$ cat src/rtl/beta_pkg.sv
// Shared definitions for the BETA program-counter unit: PCSEL encodings,
// default PC width and the default reset/ILLOP/XADR vectors.
package beta_pkg;

    localparam int BETA_W = 32;

    typedef enum logic [2:0] {
        PCSEL_INC   = 3'd0,
        PCSEL_BR    = 3'd1,
        PCSEL_JT    = 3'd2,
        PCSEL_ILLOP = 3'd3,
        PCSEL_XADR  = 3'd4
    } pcsel_e;

    localparam logic [BETA_W-1:0] BETA_RESET_VEC = 32'h8000_0000;
    localparam logic [BETA_W-1:0] BETA_ILLOP_VEC = 32'h8000_0004;
    localparam logic [BETA_W-1:0] BETA_XADR_VEC  = 32'h8000_0008;

    // Only branches and register jumps can be calls.
    function automatic logic is_call_sel(input logic [2:0] sel);
        return (sel == PCSEL_BR) || (sel == PCSEL_JT);
    endfunction

endpackage

$ cat src/rtl/beta_pc_unit_if.sv
// Control/fetch side bundle of the BETA PC unit. master = control unit,
// slave = PC unit.
interface beta_pc_unit_if #(
    parameter int W = 32
);
    logic         STALL;
    logic [2:0]   PCSEL;
    logic [15:0]  ID;
    logic [W-1:0] JT;
    logic         IRQ;
    logic         CALL;
    logic         RET;
    logic [W-1:0] PC;
    logic [W-1:0] PC_INC;
    logic [W-1:0] PC_OFFSET;
    logic         IRQ_TAKEN;
    logic [W-1:0] RAS_TOP;
    logic         RAS_EMPTY;

    modport master (
        output STALL, PCSEL, ID, JT, IRQ, CALL, RET,
        input  PC, PC_INC, PC_OFFSET, IRQ_TAKEN, RAS_TOP, RAS_EMPTY
    );

    modport slave (
        input  STALL, PCSEL, ID, JT, IRQ, CALL, RET,
        output PC, PC_INC, PC_OFFSET, IRQ_TAKEN, RAS_TOP, RAS_EMPTY
    );
endinterface

$ cat src/rtl/beta_ras.sv
// Circular return-address stack: push, pop and replace-top; a push when full
// overwrites the oldest entry.
module beta_ras #(
    parameter int W     = 32,
    parameter int DEPTH = 4
) (
    input  logic         clk,
    input  logic         rst,
    input  logic         push,
    input  logic         pop,
    input  logic [W-1:0] data,
    output logic [W-1:0] top,
    output logic         empty
);
    localparam int PW = $clog2(DEPTH);
    localparam int CW = PW + 1;

    logic [W-1:0]  mem_q [DEPTH];
    logic [PW-1:0] ptr_q;
    logic [CW-1:0] cnt_q;
    logic [PW-1:0] top_idx;

    // ptr_q is the next free slot; when full it also points at the oldest entry
    assign top_idx = ptr_q - PW'(1);
    assign empty   = (cnt_q == '0);
    assign top     = empty ? '0 : mem_q[top_idx];

    always_ff @(posedge clk or posedge rst) begin
        if (rst) begin
            for (int i = 0; i < DEPTH; i++) begin
                mem_q[i] <= '0;
            end
            ptr_q <= '0;
            cnt_q <= '0;
        end else if (push && pop) begin
            if (!empty) begin
                mem_q[top_idx] <= data;
            end
        end else if (push) begin
            mem_q[ptr_q] <= data;
            ptr_q        <= ptr_q + PW'(1);
            if (cnt_q != CW'(DEPTH)) begin
                cnt_q <= cnt_q + CW'(1);
            end
        end else if (pop && !empty) begin
            ptr_q <= top_idx;
            cnt_q <= cnt_q - CW'(1);
        end
    end

endmodule

$ cat src/rtl/beta_pc_unit.sv
// BETA program-counter unit: PC register, PC+4/branch/jump targets with
// supervisor protection, latched user-mode interrupt, optional RAS (BETA_PC_RAS_EN).
module beta_pc_unit
    import beta_pkg::*;
#(
    parameter int           W         = BETA_W,
    parameter logic [W-1:0] RESET_VEC = {1'b1, {(W-1){1'b0}}},
    parameter logic [W-1:0] ILLOP_VEC = RESET_VEC + W'(4),
    parameter logic [W-1:0] XADR_VEC  = RESET_VEC + W'(8),
    parameter int           RAS_DEPTH = 4
) (
    input  logic           CLK,
    input  logic           RESET,
    beta_pc_unit_if.slave  bus
);
    logic [W-1:0] pc_q;
    logic [W-1:0] pc_inc;
    logic [W-1:0] pc_offset;
    logic [W-1:0] jmp_tgt;
    logic [W-1:0] pc_nxt;
    logic [W-2:0] br_off;
    logic         irq_pend_q;
    logic         irq_taken_q;
    logic         take_irq;
    logic         unused_jt_lsb;

    // Carry out of bit W-2 is dropped so the supervisor bit never changes here
    assign pc_inc    = {pc_q[W-1], pc_q[W-2:0] + (W-1)'(4)};
    assign br_off    = (W-1)'($signed(bus.ID)) << 2;
    assign pc_offset = {pc_inc[W-1], pc_inc[W-2:0] + br_off};
    // User code may not promote itself to supervisor through a jump
    assign jmp_tgt   = {pc_q[W-1] & bus.JT[W-1], bus.JT[W-2:2], 2'b00};
    assign unused_jt_lsb = ^bus.JT[1:0];

    assign take_irq = !bus.STALL && irq_pend_q && !pc_q[W-1];

    always_comb begin
        pc_nxt = ILLOP_VEC;
        case (bus.PCSEL)
            PCSEL_INC:   pc_nxt = pc_inc;
            PCSEL_BR:    pc_nxt = pc_offset;
            PCSEL_JT:    pc_nxt = jmp_tgt;
            PCSEL_ILLOP: pc_nxt = ILLOP_VEC;
            PCSEL_XADR:  pc_nxt = XADR_VEC;
            default:     pc_nxt = ILLOP_VEC;
        endcase
        if (take_irq) begin
            pc_nxt = XADR_VEC;
        end
    end

    always_ff @(posedge CLK or posedge RESET) begin
        if (RESET) begin
            pc_q        <= RESET_VEC;
            irq_pend_q  <= 1'b0;
            irq_taken_q <= 1'b0;
        end else begin
            if (!bus.STALL) begin
                pc_q <= pc_nxt;
            end
            irq_taken_q <= take_irq;
            irq_pend_q  <= take_irq ? 1'b0 : (irq_pend_q | bus.IRQ);
        end
    end

    assign bus.PC        = pc_q;
    assign bus.PC_INC    = pc_inc;
    assign bus.PC_OFFSET = pc_offset;
    assign bus.IRQ_TAKEN = irq_taken_q;

`ifdef BETA_PC_RAS_EN
    logic ras_push;
    logic ras_pop;

    // A taken interrupt overrides CALL/RET just as it overrides PCSEL
    assign ras_push = !bus.STALL && !take_irq && bus.CALL && is_call_sel(bus.PCSEL);
    assign ras_pop  = !bus.STALL && !take_irq && bus.RET;

    beta_ras #(
        .W     (W),
        .DEPTH (RAS_DEPTH)
    ) u_ras (
        .clk   (CLK),
        .rst   (RESET),
        .push  (ras_push),
        .pop   (ras_pop),
        .data  (pc_inc),
        .top   (bus.RAS_TOP),
        .empty (bus.RAS_EMPTY)
    );
`else
    logic       unused_ras;
    logic [4:0] unused_depth;

    assign unused_ras    = bus.CALL ^ bus.RET;
    assign unused_depth  = 5'(RAS_DEPTH);
    assign bus.RAS_TOP   = '0;
    assign bus.RAS_EMPTY = 1'b1;
`endif

endmodule

$ cat src/flat_wrapper.sv
// flat-port wrapper written by rule: the top's interface ports become plain ports
module beta_pc_unit_flat import beta_pkg::*;
#(
    parameter int           W         = BETA_W,
    parameter logic [W-1:0] RESET_VEC = {1'b1, {(W-1){1'b0}}},
    parameter logic [W-1:0] ILLOP_VEC = RESET_VEC + W'(4),
    parameter logic [W-1:0] XADR_VEC  = RESET_VEC + W'(8),
    parameter int           RAS_DEPTH = 4
)
  (CLK, RESET, bus_STALL, bus_PCSEL, bus_ID, bus_JT, bus_IRQ, bus_CALL, bus_RET, bus_PC, bus_PC_INC, bus_PC_OFFSET, bus_IRQ_TAKEN, bus_RAS_TOP, bus_RAS_EMPTY);
  beta_pc_unit_if #(.W(W)) bus_i ();
  input  logic CLK;
  input  logic RESET;
  input wire logic [$bits(bus_i.STALL)-1:0] bus_STALL;
  input wire logic [$bits(bus_i.PCSEL)-1:0] bus_PCSEL;
  input wire logic [$bits(bus_i.ID)-1:0] bus_ID;
  input wire logic [$bits(bus_i.JT)-1:0] bus_JT;
  input wire logic [$bits(bus_i.IRQ)-1:0] bus_IRQ;
  input wire logic [$bits(bus_i.CALL)-1:0] bus_CALL;
  input wire logic [$bits(bus_i.RET)-1:0] bus_RET;
  output wire logic [$bits(bus_i.PC)-1:0] bus_PC;
  output wire logic [$bits(bus_i.PC_INC)-1:0] bus_PC_INC;
  output wire logic [$bits(bus_i.PC_OFFSET)-1:0] bus_PC_OFFSET;
  output wire logic [$bits(bus_i.IRQ_TAKEN)-1:0] bus_IRQ_TAKEN;
  output wire logic [$bits(bus_i.RAS_TOP)-1:0] bus_RAS_TOP;
  output wire logic [$bits(bus_i.RAS_EMPTY)-1:0] bus_RAS_EMPTY;
  assign bus_i.STALL = bus_STALL;
  assign bus_i.PCSEL = bus_PCSEL;
  assign bus_i.ID = bus_ID;
  assign bus_i.JT = bus_JT;
  assign bus_i.IRQ = bus_IRQ;
  assign bus_i.CALL = bus_CALL;
  assign bus_i.RET = bus_RET;
  assign bus_PC = bus_i.PC;
  assign bus_PC_INC = bus_i.PC_INC;
  assign bus_PC_OFFSET = bus_i.PC_OFFSET;
  assign bus_IRQ_TAKEN = bus_i.IRQ_TAKEN;
  assign bus_RAS_TOP = bus_i.RAS_TOP;
  assign bus_RAS_EMPTY = bus_i.RAS_EMPTY;
  beta_pc_unit #(.W(W), .RESET_VEC(RESET_VEC), .ILLOP_VEC(ILLOP_VEC), .XADR_VEC(XADR_VEC), .RAS_DEPTH(RAS_DEPTH)) u_core (.CLK(CLK), .RESET(RESET), .bus(bus_i));
endmodule
$ cat config.mk
export PLATFORM = sky130hd
export DESIGN_NAME = beta_pc_unit_flat
export DESIGN_NICKNAME = d
export VERILOG_FILES = /design/src/rtl/beta_pkg.sv /design/src/rtl/beta_pc_unit_if.sv /design/src/rtl/beta_ras.sv /design/src/rtl/beta_pc_unit.sv /design/src/flat_wrapper.sv
export SDC_FILE = /design/constraint.sdc
export NUM_CORES = 1
export LEC_CHECK = 0
export ABC_CLOCK_PERIOD_IN_PS = 3900
export CAP_MARGIN = 0
export CORE_MARGIN = 2
export CORE_UTILIZATION = 39
export DETAILED_ROUTE_END_ITERATION = 7
export HOLD_SLACK_MARGIN = 0.08
export PLACE_DENSITY = 0.79
export SYNTH_ARGS = -nofsm -noshare
export SYNTH_HDL_FRONTEND = slang
export SYNTH_SLANG_ARGS = --single-unit
export TNS_END_PERCENT = 50
$ cat constraint.sdc
create_clock -name CLK -period 3.9 [get_ports CLK]
set_clock_uncertainty 0.1 [all_clocks]
set_input_delay 0.78 -clock CLK [delete_from_list [all_inputs] [get_ports CLK]]
set_output_delay 0.78 -clock CLK [all_outputs]
set_load 0.005 [all_outputs]
==> out/results.ini <==
[synthesis]
synthDistinctLibCells = 52
synthSimpleGateAreaFrac_pct = 19.67
avgSynthCellArea_um2 = 7.962
synth_top_family_by_area = compound AO/OA/AOI/OAI gates
muxShareOfSynthArea_pct = 1.473
synthXorXnorAreaFrac_pct = 11.79
syn_area_um2 = 4076
syn_inst = 512
async_flop_share_pct = 100.0
yosysSeqAreaShare_pct = 19.67
synth_edf_count = 0
yosys_warnings = 0
synthAdderAreaFrac_pct = 11.17
ys_seq_elements = 32
synth_compound_area_share_pct = 26.15
synth_flop_cell = dfrtp_1

[final_layout]
fillers = 577
fin_nets = 980
diodes = 0
multi_input_area_um2 = 4071
design_area_um2 = 8442
area_growth_pct = 107.1
drive_gt1_share_pct = 45.22
seqCellArea_um2 = 802.0

[timing]
final_hold_viol_count = 0
setup-tns-final_ns = -7.899
fmax_mhz = 218.1
slew_violations = 0
fin_crit_sh_pct = 117.6
setup_violations = 24
tightest_slew_ns = 0.7233
fin_crit_ns = 4.585
rsz0062_at_grt = true
max_slew_margin_pct = 51.78
hold_ws_ns = 0.4379
setup_ws_ns = -0.6849

[grt]
grt_pass1_wl_mm = 29.90
grt_util_all_layers_pct = 33.66
grt_max_degree = 34
overflow = 0
antenna_found_initial = 0
grt_pass1_vias = 5611

[setup_path]
crit-reg2reg-launch = u_core.bus.PC[2]
required_ns = 3.02
cp.arrival_ns = 3.70
crit_path_start = u_core.bus.PC[9]
crit_type = flop to primary output
worstPathMaxFanout = 3
crit_path_start_kind = flop
endpoint_kind = primary output

[clock_tree]
cts_tree = yes
clock_latency_ns = 0.29
cts_max_level = 2
clockRootBuffer = clkbuf_8
clk_pin_slew_ns = 0.07
cts.sinks = 32
cts_made_buffers = 5
ctsHoldBuffers = 0
clock_path_buffers = 2

[place]
gp_congestion = 1.008
dp_slack_ns = -0.8779
io_buffers = 143
dp_hpwl_mm = 14.20
dpl_cell_area_um2 = 7038

[power_and_ir_drop]
leakage_nw = 3.994
switchingPower_uw = 926.3
internal_power_mw = 1.495
power_mw = 2.421
p_seq_share_pct = 17.3
pwr-share-clk_pct = 13.3
ir_drop_v = 0.0002678
combPwrFrac_pct = 69.4
power.density_nw_per_um2 = 286.8
p_sw_share_pct = 38.26

[floorplan]
dieArea_um2 = 11290
initial_utilization_pct = 39.84
die_x_um = 106.2
row_count = 37
core_um2 = 10230
die_h_um = 106.2
ioPinCount = 187

[hold_path]
hold_class = flop to flop
worstHoldStart = u_core.bus.PC[31]

[status]
outcome = finished with violations
violations = negative setup slack

[detailed_routing]
ant_nets = 0
route.detailed.drc = 0
avgViaCountPerCell = 5.787
avgRoutedWirePerCell_um = 21.19
dr.pass1.iters = 7
routed_wl_mm = 21.72
vias = 5932
drt_iter0_drc = 602

[job]
cap_violations = 0

## power by group through the flow
| stage | logic, mW | registers [mW] | clock network [mW] |
|---|---|---|---|
| detailed placement | 1.38 | 0.423 | 0 |
| global placement | 1.36 | 0.418 | 0 |
| floorplan | 0.554 | 0.435 | 0 |
| CTS | 1.49 | 0.416 | 0.320 |
| finish | 1.68 | 0.419 | 0.322 |
| global route | 1.77 | 0.423 | 0.339 |
## flip-flops by register name, summed over array words and instances, names as in the netlist
signal                count
u_core.bus.IRQ_TAKEN      1
u_core.bus.PC            30
u_core.irq_pend_q         1
## worst max-delay path, stage by stage, from the launching register on
cell and delay [ns]:
dfrtp_1 0.38, and4_4 0.25, buf_4 0.13, and3_4 0.21, nand3_1 0.16, xnor2_2 0.32, ha_1 0.31, and4_4 0.23
a221oi_4 0.29, o211ai_1 0.25, and2_1 0.22, a221o_1 0.33, xor2_2 0.17, buf_2 0.14
## area by class of cell
type                    instances  share of cell area [%]
clock inverters                 2                  0.4150
well taps                     136                   2.016
multi-input cells             451                   48.23
repair buffers                392                   38.71
flip-flops and latches         32                   9.501
clock buffers                   6                  0.8596
inverters                       6                  0.2668
## timing repair
action,CTS,global route
pin swaps,55,63
buffers inserted,29,20
gates resized for setup,168,92
setup endpoints to repair,24,27
## Yosys cell counts, types with 14 or more instances
library cell,n,area (µm²)
ha_1,34,425.4
a221o_1,15,150.1
xnor2_1,35,306.5
a21oi_1,26,130.1
dfrtp_1,31,775.7
o21ai_0,14,70.07
xor2_1,18,157.7
buf_4,41,307.8
clkbuf_1,18,67.56
nand2_1,58,217.7
nor2_1,45,168.9
nand3_1,16,80.08
## through the flow
step                      instances  utilization, %
after floorplan                 549               -
after global placement          973           68.79
after detailed placement        973           68.79
after CTS                      1007           76.87
after global routing           1025           82.51
final                          1025           82.51
## cells in the final DEF (no fill, tap or decap), types with 10 or more instances in the layout
cell             synthesis  routed
a22oi_1                 11      11
ha_1                    34      19
a21oi_1                 26      13
buf_2                    1      19
nand2_1                 58      48
a221o_1                 15      15
ha_4                     0      12
buf_6                    0      19
a21o_1                  12      12
nor2_1                  45      41
a22o_1                  10      10
xnor2_4                  0      10
buf_4                   41     230
o21ai_0                 14      10
conb_1                   2      39
dfrtp_1                 31      31
clkdlybuf4s50_1          0     119
xnor2_1                 35      11
xnor2_2                  0      14
## logic make-up after synthesis
group / after synthesis
xor+xnor: 54
buf+inv: 66
mux: 6
simple gates: 167
other cells: 2
fa+ha+maj: 36
flops: 32
compound gates: 149
## path summary, 6_finish.rpt
| kind | slack [ns] | to | cells past startpoint |
|---|---|---|---|
| worst max-delay path | -0.68 | bus_PC_OFFSET[29] | 13 |
| worst min-delay path | 0.44 | u_core.bus.PC[31] | 2 |
| worst max register to register | -0.10 | u_core.bus.PC[27] | 18 |
| worst min register to register | 0.44 | u_core.bus.PC[31] | 2 |
| max in group asynchronous | 2.59 | u_core.bus.PC[31] | 3 |
| min in group asynchronous | 0.78 | u_core.bus.PC[28] | 3 |
## layer usage
metal | wire length, µm | part of all wire [%] | global-route usage (%) | vias up
met4 | 1105 | 5.1 | 10.53 | 0
met5 | 0 | 0 | 0 | -
met2 | 10720 | 49 | 58.97 | 432
li1 | - | - | - | 2564
met1 | 7854 | 36 | 42.85 | 2815
met3 | 2040 | 9.4 | 4.414 | 121
(Power assumes the default switching activity.)
